`src/rtl/alu_wb_retire_buffer.sv`:
```
// In-order writeback/retire queue behind the ALU EX->WB flops: issues VGPR/SGPR write requests
// for the head op and retires it once all writes are granted. Optional perf counters: ALU_WB_RETIRE_PERF_EN.
module alu_wb_retire_buffer #(
   parameter int unsigned DEPTH = 4,
   parameter int unsigned PTR_W = 2
) (
   input  logic        clk,
   input  logic        rst,
   input  logic [5:0]  in_wfid,
   input  logic [31:0] in_instr_pc,
   input  logic [9:0]  in_vgpr_dest_addr,
   input  logic [8:0]  in_sgpr_dest_addr,
   input  logic        in_instr_done,
   input  logic        in_vgpr_wr_en,
   input  logic        in_sgpr_wr_en,
   input  logic        in_vcc_wr_en,
   input  logic        in_vgpr_wr_gnt,
   input  logic        in_sgpr_wr_gnt,
   output logic        out_vgpr_wr_req,
   output logic [9:0]  out_vgpr_wr_addr,
   output logic        out_sgpr_wr_req,
   output logic [8:0]  out_sgpr_wr_addr,
   output logic        out_sgpr_wr_vcc,
   output logic [5:0]  out_wr_wfid,
   output logic        out_retire_valid,
   output logic [5:0]  out_retire_wfid,
   output logic [31:0] out_retire_pc,
   output logic        out_alu_stall,
   output logic        out_overflow,
   output logic [31:0] out_perf_stall_cnt,
   output logic [31:0] out_perf_retire_cnt
);

   typedef logic [PTR_W-1:0] ptr_t;
   typedef logic [PTR_W:0]   cnt_t;

   localparam cnt_t FULL_LVL  = cnt_t'(DEPTH);
   localparam cnt_t STALL_LVL = cnt_t'(DEPTH - 1);

   logic [5:0]  wfid_q  [DEPTH];
   logic [31:0] pc_q    [DEPTH];
   logic [9:0]  vaddr_q [DEPTH];
   logic [8:0]  saddr_q [DEPTH];
   logic [DEPTH-1:0] vcc_q;

   logic [DEPTH-1:0] valid_q, valid_d;
   logic [DEPTH-1:0] vpend_q, vpend_d;
   logic [DEPTH-1:0] spend_q, spend_d;
   ptr_t wr_ptr_q, wr_ptr_d;
   ptr_t rd_ptr_q, rd_ptr_d;
   cnt_t count_q, count_d;
   logic overflow_q, overflow_d;

   logic head_valid, head_vpend, head_spend;
   logic vgpr_req, sgpr_req, retire, push_ok;

   assign head_valid = valid_q[rd_ptr_q];
   assign head_vpend = vpend_q[rd_ptr_q];
   assign head_spend = spend_q[rd_ptr_q];

   assign vgpr_req = head_valid & head_vpend;
   assign sgpr_req = head_valid & head_spend;
   assign retire   = head_valid & ~head_vpend & ~head_spend;

   // A full queue still accepts when the head pops this cycle; the push lands in the freed slot.
   assign push_ok  = in_instr_done & ((count_q < FULL_LVL) | retire);

   always_comb begin
      valid_d    = valid_q;
      vpend_d    = vpend_q;
      spend_d    = spend_q;
      wr_ptr_d   = wr_ptr_q;
      rd_ptr_d   = rd_ptr_q;
      count_d    = count_q;
      overflow_d = overflow_q | (in_instr_done & ~push_ok);

      if (vgpr_req & in_vgpr_wr_gnt) vpend_d[rd_ptr_q] = 1'b0;
      if (sgpr_req & in_sgpr_wr_gnt) spend_d[rd_ptr_q] = 1'b0;

      if (retire) begin
         valid_d[rd_ptr_q] = 1'b0;
         rd_ptr_d          = rd_ptr_q + ptr_t'(1);
      end

      if (push_ok) begin
         valid_d[wr_ptr_q] = 1'b1;
         vpend_d[wr_ptr_q] = in_vgpr_wr_en;
         spend_d[wr_ptr_q] = in_sgpr_wr_en | in_vcc_wr_en;
         wr_ptr_d          = wr_ptr_q + ptr_t'(1);
      end

      case ({push_ok, retire})
         2'b10:   count_d = count_q + cnt_t'(1);
         2'b01:   count_d = count_q - cnt_t'(1);
         default: count_d = count_q;
      endcase
   end

   always_ff @(posedge clk or negedge rst) begin
      if (!rst) begin
         valid_q    <= '0;
         vpend_q    <= '0;
         spend_q    <= '0;
         wr_ptr_q   <= '0;
         rd_ptr_q   <= '0;
         count_q    <= '0;
         overflow_q <= 1'b0;
      end else begin
         valid_q    <= valid_d;
         vpend_q    <= vpend_d;
         spend_q    <= spend_d;
         wr_ptr_q   <= wr_ptr_d;
         rd_ptr_q   <= rd_ptr_d;
         count_q    <= count_d;
         overflow_q <= overflow_d;
      end
   end

   always_ff @(posedge clk or negedge rst) begin
      if (!rst) begin
         for (int unsigned i = 0; i < DEPTH; i++) begin
            wfid_q[i]  <= '0;
            pc_q[i]    <= '0;
            vaddr_q[i] <= '0;
            saddr_q[i] <= '0;
         end
         vcc_q <= '0;
      end else if (push_ok) begin
         wfid_q[wr_ptr_q]  <= in_wfid;
         pc_q[wr_ptr_q]    <= in_instr_pc;
         vaddr_q[wr_ptr_q] <= in_vgpr_dest_addr;
         saddr_q[wr_ptr_q] <= in_sgpr_dest_addr;
         vcc_q[wr_ptr_q]   <= in_vcc_wr_en;
      end
   end

   // Head fields are gated by head_valid so an empty queue presents all-zero outputs.
   assign out_vgpr_wr_req  = vgpr_req;
   assign out_sgpr_wr_req  = sgpr_req;
   assign out_vgpr_wr_addr = head_valid ? vaddr_q[rd_ptr_q] : '0;
   assign out_sgpr_wr_addr = head_valid ? saddr_q[rd_ptr_q] : '0;
   assign out_sgpr_wr_vcc  = head_valid & vcc_q[rd_ptr_q];
   assign out_wr_wfid      = head_valid ? wfid_q[rd_ptr_q] : '0;
   assign out_retire_valid = retire;
   assign out_retire_wfid  = retire ? wfid_q[rd_ptr_q] : '0;
   assign out_retire_pc    = retire ? pc_q[rd_ptr_q] : '0;
   assign out_alu_stall    = (count_q >= STALL_LVL);
   assign out_overflow     = overflow_q;

`ifdef ALU_WB_RETIRE_PERF_EN
   logic [31:0] perf_stall_q, perf_retire_q;

   always_ff @(posedge clk or negedge rst) begin
      if (!rst) begin
         perf_stall_q  <= '0;
         perf_retire_q <= '0;
      end else begin
         if (out_alu_stall) perf_stall_q  <= perf_stall_q + 32'd1;
         if (retire)        perf_retire_q <= perf_retire_q + 32'd1;
      end
   end

   assign out_perf_stall_cnt  = perf_stall_q;
   assign out_perf_retire_cnt = perf_retire_q;
`else
   assign out_perf_stall_cnt  = '0;
   assign out_perf_retire_cnt = '0;
`endif

endmodule

```
`config.mk`:
```
export PLATFORM = sky130hd
export DESIGN_NAME = alu_wb_retire_buffer
export DESIGN_NICKNAME = d
export VERILOG_FILES = /design/src/rtl/alu_wb_retire_buffer.sv
export SDC_FILE = /design/constraint.sdc
export NUM_CORES = 1
export LEC_CHECK = 0
export ABC_CLOCK_PERIOD_IN_PS = 2760
export CORE_AREA = 2 2 199 152
export CTS_CLUSTER_DIAMETER = 50
export DETAILED_ROUTE_END_ITERATION = 8
export DIE_AREA = 0 0 201 154
export PLACE_DENSITY = 0.67
export SLEW_MARGIN = 15
export SYNTH_ARGS = -nofsm -noshare
export SYNTH_HDL_FRONTEND = slang
export SYNTH_SLANG_ARGS = --single-unit
```
`constraint.sdc`:
```
create_clock -name clk -period 2.76 [get_ports clk]
set_input_delay 0.552 -clock clk [delete_from_list [all_inputs] [get_ports clk]]
set_output_delay 0.552 -clock clk [all_outputs]
set_load 0.05 [all_outputs]
```
== Word-level counts from Yosys, hierarchy flattened ==
Index checks and enable logic that the tools add are counted.
W data, S select, Z words.

* Mux-type cells: 51
* Add/subtract/negate cells: 4
* Eq/ne operators: 2
* Bitwise operators: 22
* Reduce and logical (&&, ||, !) cells: 4
* $lt $le $gt $ge: 9

{| class="wikitable"
|+ Operators by type and width
! operator !! number
|-
| $bwmux W128 || 1
|-
| $mux W32 || 4
|-
| $bmux W32 S2 || 1
|-
| $demux W32 S2 || 1
|-
| $bwmux W40 || 1
|-
| $mux W10 || 4
|-
| $bwmux W36 || 1
|-
| $mux W9 || 4
|-
| $mux W6 || 5
|-
| $bwmux W24 || 1
|-
| $mux W4 || 6
|-
| $bmux W10 S2 || 1
|-
| $demux W10 S2 || 1
|-
| $bmux W9 S2 || 1
|-
| $demux W9 S2 || 1
|-
| $and A4 B4 Y4 || 3
|-
| $bmux W6 S2 || 1
|-
| $bwmux W4 || 3
|-
| $demux W6 S2 || 1
|-
| $and A1 B1 Y1 || 9
|-
| $bmux W1 S2 || 4
|-
| $ge A3 B3 Y1 const B || 2
|-
| $lt A2 B3 Y1 const B || 2
|-
| $mux W1 || 6
|-
| other kinds (18) || 28
|}

* Register bits after elaboration: 252
* Output and inout bits: 133
* Bits of input ports: 65

== Longest topological paths before layout ==
* Depth in word-level cells: 10
* Depth in mapped cells: 13
* Depth with buffers taken out: 10

== Least setup slack after synthesis ==
OpenSTA, ideal clock, no wires.

* Path type: reg2reg
* From: reg rd_ptr_q[0]
* To: reg count_q[2]
* Path buffers: 4
* Setup slack: -0.505 ns
* Arrival time: 3.185 ns
* Cell stages (with the launch flop): 14
* Clock period less this slack: 3.265 ns
* Path through: dfrtp_1 buf_2 mux4_2 or3b_1 buf_2 inv_1 buf_2 buf_2 ha_1 inv_1 fa_1 xor2_1 nor2_1 xnor2_1

* Word-level cells in the longest chain between the ends: 9
* Elaborated cells on any way between the ends: 16
* Those cells by class: 2 x eq/ne; 7 x mux; 6 x bitwise; 1 x reduce/logical

{| class="wikitable"
|+ Ends and longest elaborated chain
! item !! line !! text
|-
| start, declared || 50 || <nowiki>ptr_t rd_ptr_q, rd_ptr_d;</nowiki>
|-
| start signal, assigned || 113 || <nowiki>rd_ptr_q <= rd_ptr_d;</nowiki>
|-
| $bmux W1 S2 || 58 || <nowiki>assign head_vpend = vpend_q[rd_ptr_q];</nowiki>
|-
| $mux W1 (not written as such) || 58 ||
|-
| $not A1 Y1 || 63 || <nowiki>assign retire = head_valid & ~head_vpend & ~head_spend;</nowiki>
|-
| $and A1 B1 Y1 || 63 ||
|-
| $and A1 B1 Y1 (*) || 63 ||
|-
| named net out_retire_valid || 25 || <nowiki>output logic out_retire_valid,</nowiki>
|-
| $or A1 B1 Y1 || 66 || <nowiki>assign push_ok = in_instr_done & ((count_q < FULL_LVL) | retire);</nowiki>
|-
| $and A1 B1 Y1 || 66 ||
|-
| $eq A2 B1 Y1 or $eq A2 B2 Y1 (tied branches) || 92 || <nowiki>case ({push_ok, retire})</nowiki>
|-
| $pmux W3 S2 or $reduce_bool A2 Y1 (tied branches) || n/a ||
|-
| end signal, assigned || 114 || <nowiki>count_q <= count_d;</nowiki>
|-
| end, declared || 51 || <nowiki>cnt_t count_q, count_d;</nowiki>
|}

The timed path passes the listed nets; every way through them passes the cells marked *. The select of a mux whose other input is x is not followed.
A chain may end at the register's enable or synchronous reset.

== Worst setup path after layout ==
* From: reg rd_ptr_q[0]
* To: out out_retire_wfid[3]

* Word-level cells in the longest chain between the ends: 6
* Elaborated cells on any way between the ends: 15
* Those cells by class: 10 x mux; 5 x bitwise

{| class="wikitable"
|+ Ends and longest elaborated chain
! item !! line !! text
|-
| $bmux W1 S2 || 58 ||
|-
| $mux W1 (not written as such) || 58 ||
|-
| $not A1 Y1 || 63 ||
|-
| $and A1 B1 Y1 (2 in series) || 63 ||
|-
| $mux W6 (*) || 145 || <nowiki>assign out_retire_wfid = retire ? wfid_q[rd_ptr_q] : '0;</nowiki>
|-
| end, declared || 26 || <nowiki>output logic [5:0] out_retire_wfid,</nowiki>
|}

Mark *: on every way between the ends. The rest lies on a longest branch, timed or not. The select of a mux whose other input is x is not followed.

==> reports/metrics.yaml <==
outcome: "complete, but fails checks"
violations: "setup timing"
die_area_mm2: 0.0310
final_area_mm2: 0.0158
htreeDepth: 1
setup_slack_ps: -341
ys_ff_latch: 252
drc: 0
setup_viol: 69
clk_pin_slew_ps: 60
syn_area_per_cell_um2: 15.1
rows: 54
grt_max_degree: 73
met2_usage_pct: 26.4
drv_slew: 0
vias: 6864
grt_pass1_wl_mm: 42.5
fp.dieH_um: 154
place_congestion: 0.725
finalCritPeriodShare_pct: 112
fin_skew_ps: 20.3
core-area_mm2: 0.0289
layout_common_cells: "dfrtp_1 (250), mux2_1 (177), buf_12 (85)"
wl_per_cell_um: 19.9
n_fill_cell: 2363
fp.dieW_um: 201
grt_setup_unrepaired: "true"
cap_violations: 0
grt_use_total_pct: 17.3
cp-start-kind: "flop"
layout_commonest_cell: "dfrtp_1"
async_flop_share_pct: 100
power_density_mw_per_mm2: 496
seq_area_mm2: 0.00631
final-hold-violation-count: 0
drt_iter0_markers: 295
worstMarginPinSlew_ps: 562
antenna_left: 0
cts_tree: "yes"
multi_input_comb_area_mm2: 0.00532
yosysSeqAreaShare_pct: 52.5
busiest_layer: "met2"
yosys_warnings: 0
drive_gt1_share_pct: 34.8
synth-edff-count: 0
wl_mm: 27.1
ir_drop_uv: 453
grtUsageMet3_pct: 4.51
dp_hpwl_mm: 16.3
cp.arrival_ps: 2550
leakagePower_nw: 7.62
drtPass1Iterations: 4
insertion_delay_ps: 530
synthDistinctLibCells: 26
gr-usage-met1_pct: 25.1
netlist_area_mm2: 0.0120
timing.final.crit_period_ps: 3100
end_kind: "output port"
synth_cells: 796
cts_made_buffers: 27
portBuffers: 133
clock_sinks: 252
setup.worst_path.class: "reg -> out"
cp.required_ps: 2210
dpl-instance-area_mm2: 0.0145
relSlewSlack_pct: 62.4
vias_per_cell: 5.04
synthToLayoutAreaGrowth_pct: 31.6
antenna_found_initial: 3
pin_count: 198
min_path_type: "reg -> reg"
grt_pass1_vias: 7354
fmax_mhz: 322
overflow: 0
start_util_pct: 41.7
cts_buffer_depth: 3
dominantRegCellSynth: "dfrtp_1"
cp_max_fo: 9
cts_root_buf: "clkbuf_16"
fin_total_pwr_w: 0.00785
nNetsFinal: 1024
[kinds of logic after synthesis]
family	count (synthesis)	synth area share [%]
and+or+nand+nor	83	4.01
other	1	0.0312
xor gates and xnor gates	5	0.364
adders and majority gates	10	1.10
muxes	303	34.1
DFF	252	52.5
AOI/OAI and AO/OA	20	1.34
buffers and inverters	122	6.61
[what timing repair did]
action / CTS / global route
hold endpoints to repair: 57 / 0
cloned: 4 / 4
hold buffers: 1 / 0
endpoints found under the setup margin: 68 / 68
gates resized for setup: 37 / 31
pin swaps: 1 / 2
setup buffers: 2 / 5
[critical path: stages, from the launching register on]
cell,delay [ps]
dfrtp_4,510
buf_12,140
mux4_2,350
or3b_4,430
clkinv_8,100
clkbuf_16,180
and2_4,160
buf_12,130
[stage by stage]
| step | worst slack (ps) | setup TNS (ps) | hold slack (ps) | std cells | util (%) |
|---|---|---|---|---|---|
| CTS | -403 | -17790 | 474 | 1354 | 54.1 |
| finish | -341 | -13710 | 478 | 1362 | 54.8 |
| detailed placement | 90.6 | 0 | 463 | 1298 | 50.1 |
| global route | -404 | -18940 | 492 | 1361 | 54.8 |
| global placement | 116 | 0 | 460 | 1298 | 50.1 |
| floorplan | -62.5 | -1220 | 256 | 859 | - |
[synthesized netlist by cell type, drive strengths merged (2+ instances only)]
cell type	instances	area, um^2
and2	65	407
o21ai	7	35.0
a21boi	4	30.0
ha	9	113
a21oi	4	57.6
dfrtp	252	6310
a21o	4	30.0
nor2	2	7.51
buf	96	697
mux2	237	2670
inv	10	37.5
nand2	14	52.6
clkbuf	16	60.1
xnor2	4	35.0
mux4	61	1370
mux2i	5	50.1
[sequential cells by signal (all words and copies together), names as in the netlist, 3 cells and up]
signal and cells:
count_q 3, pc_q 128, saddr_q 36, spend_q 4
vaddr_q 40, valid_q 4, vcc_q 4, vpend_q 4
wfid_q 24
[report_power, final]
part,leakage (nW),switching (W),internal (W)
registers,3.50,0.0000000000000000000404,0.00369
clock network,0.456,0.00147,0.00228
logic,3.66,0.000314,0.0000943
total,7.62,0.00178,0.00607
[cell type report]
class | count | area share (%)
flip-flops and latches | 252 | 39.9
well taps | 392 | 3.10
diodes | 1 | 0.0158
clock buffers | 41 | 5.05
repair buffers | 173 | 17.2
clock inverters | 8 | 0.823
inverters | 10 | 0.316
multi-input cells | 485 | 33.6
[routing by layer]
metal | part of all wire (%) | vias up
li1 | - | 3033
met1 | 48 | 3634
met2 | 45 | 150
met3 | 5.4 | 43
met4 | 1.7 | 4
met5 | 0.092 | -
[worst paths after layout]
path	startpoint	endpoint	slack (ps)	cells past startpoint
min in group asynchronous	rst	saddr_q[15]	540	2
hold / removal	count_q[0]	count_q[0]	480	1
max in group asynchronous	rst	pc_q[78]	1440	3
setup / recovery	rd_ptr_q[0]	out_retire_wfid[3]	-340	7
setup reg to reg	rd_ptr_q[0]	count_q[2]	-150	11
hold reg to reg	count_q[0]	count_q[0]	480	1
(Power assumes the default switching activity.)
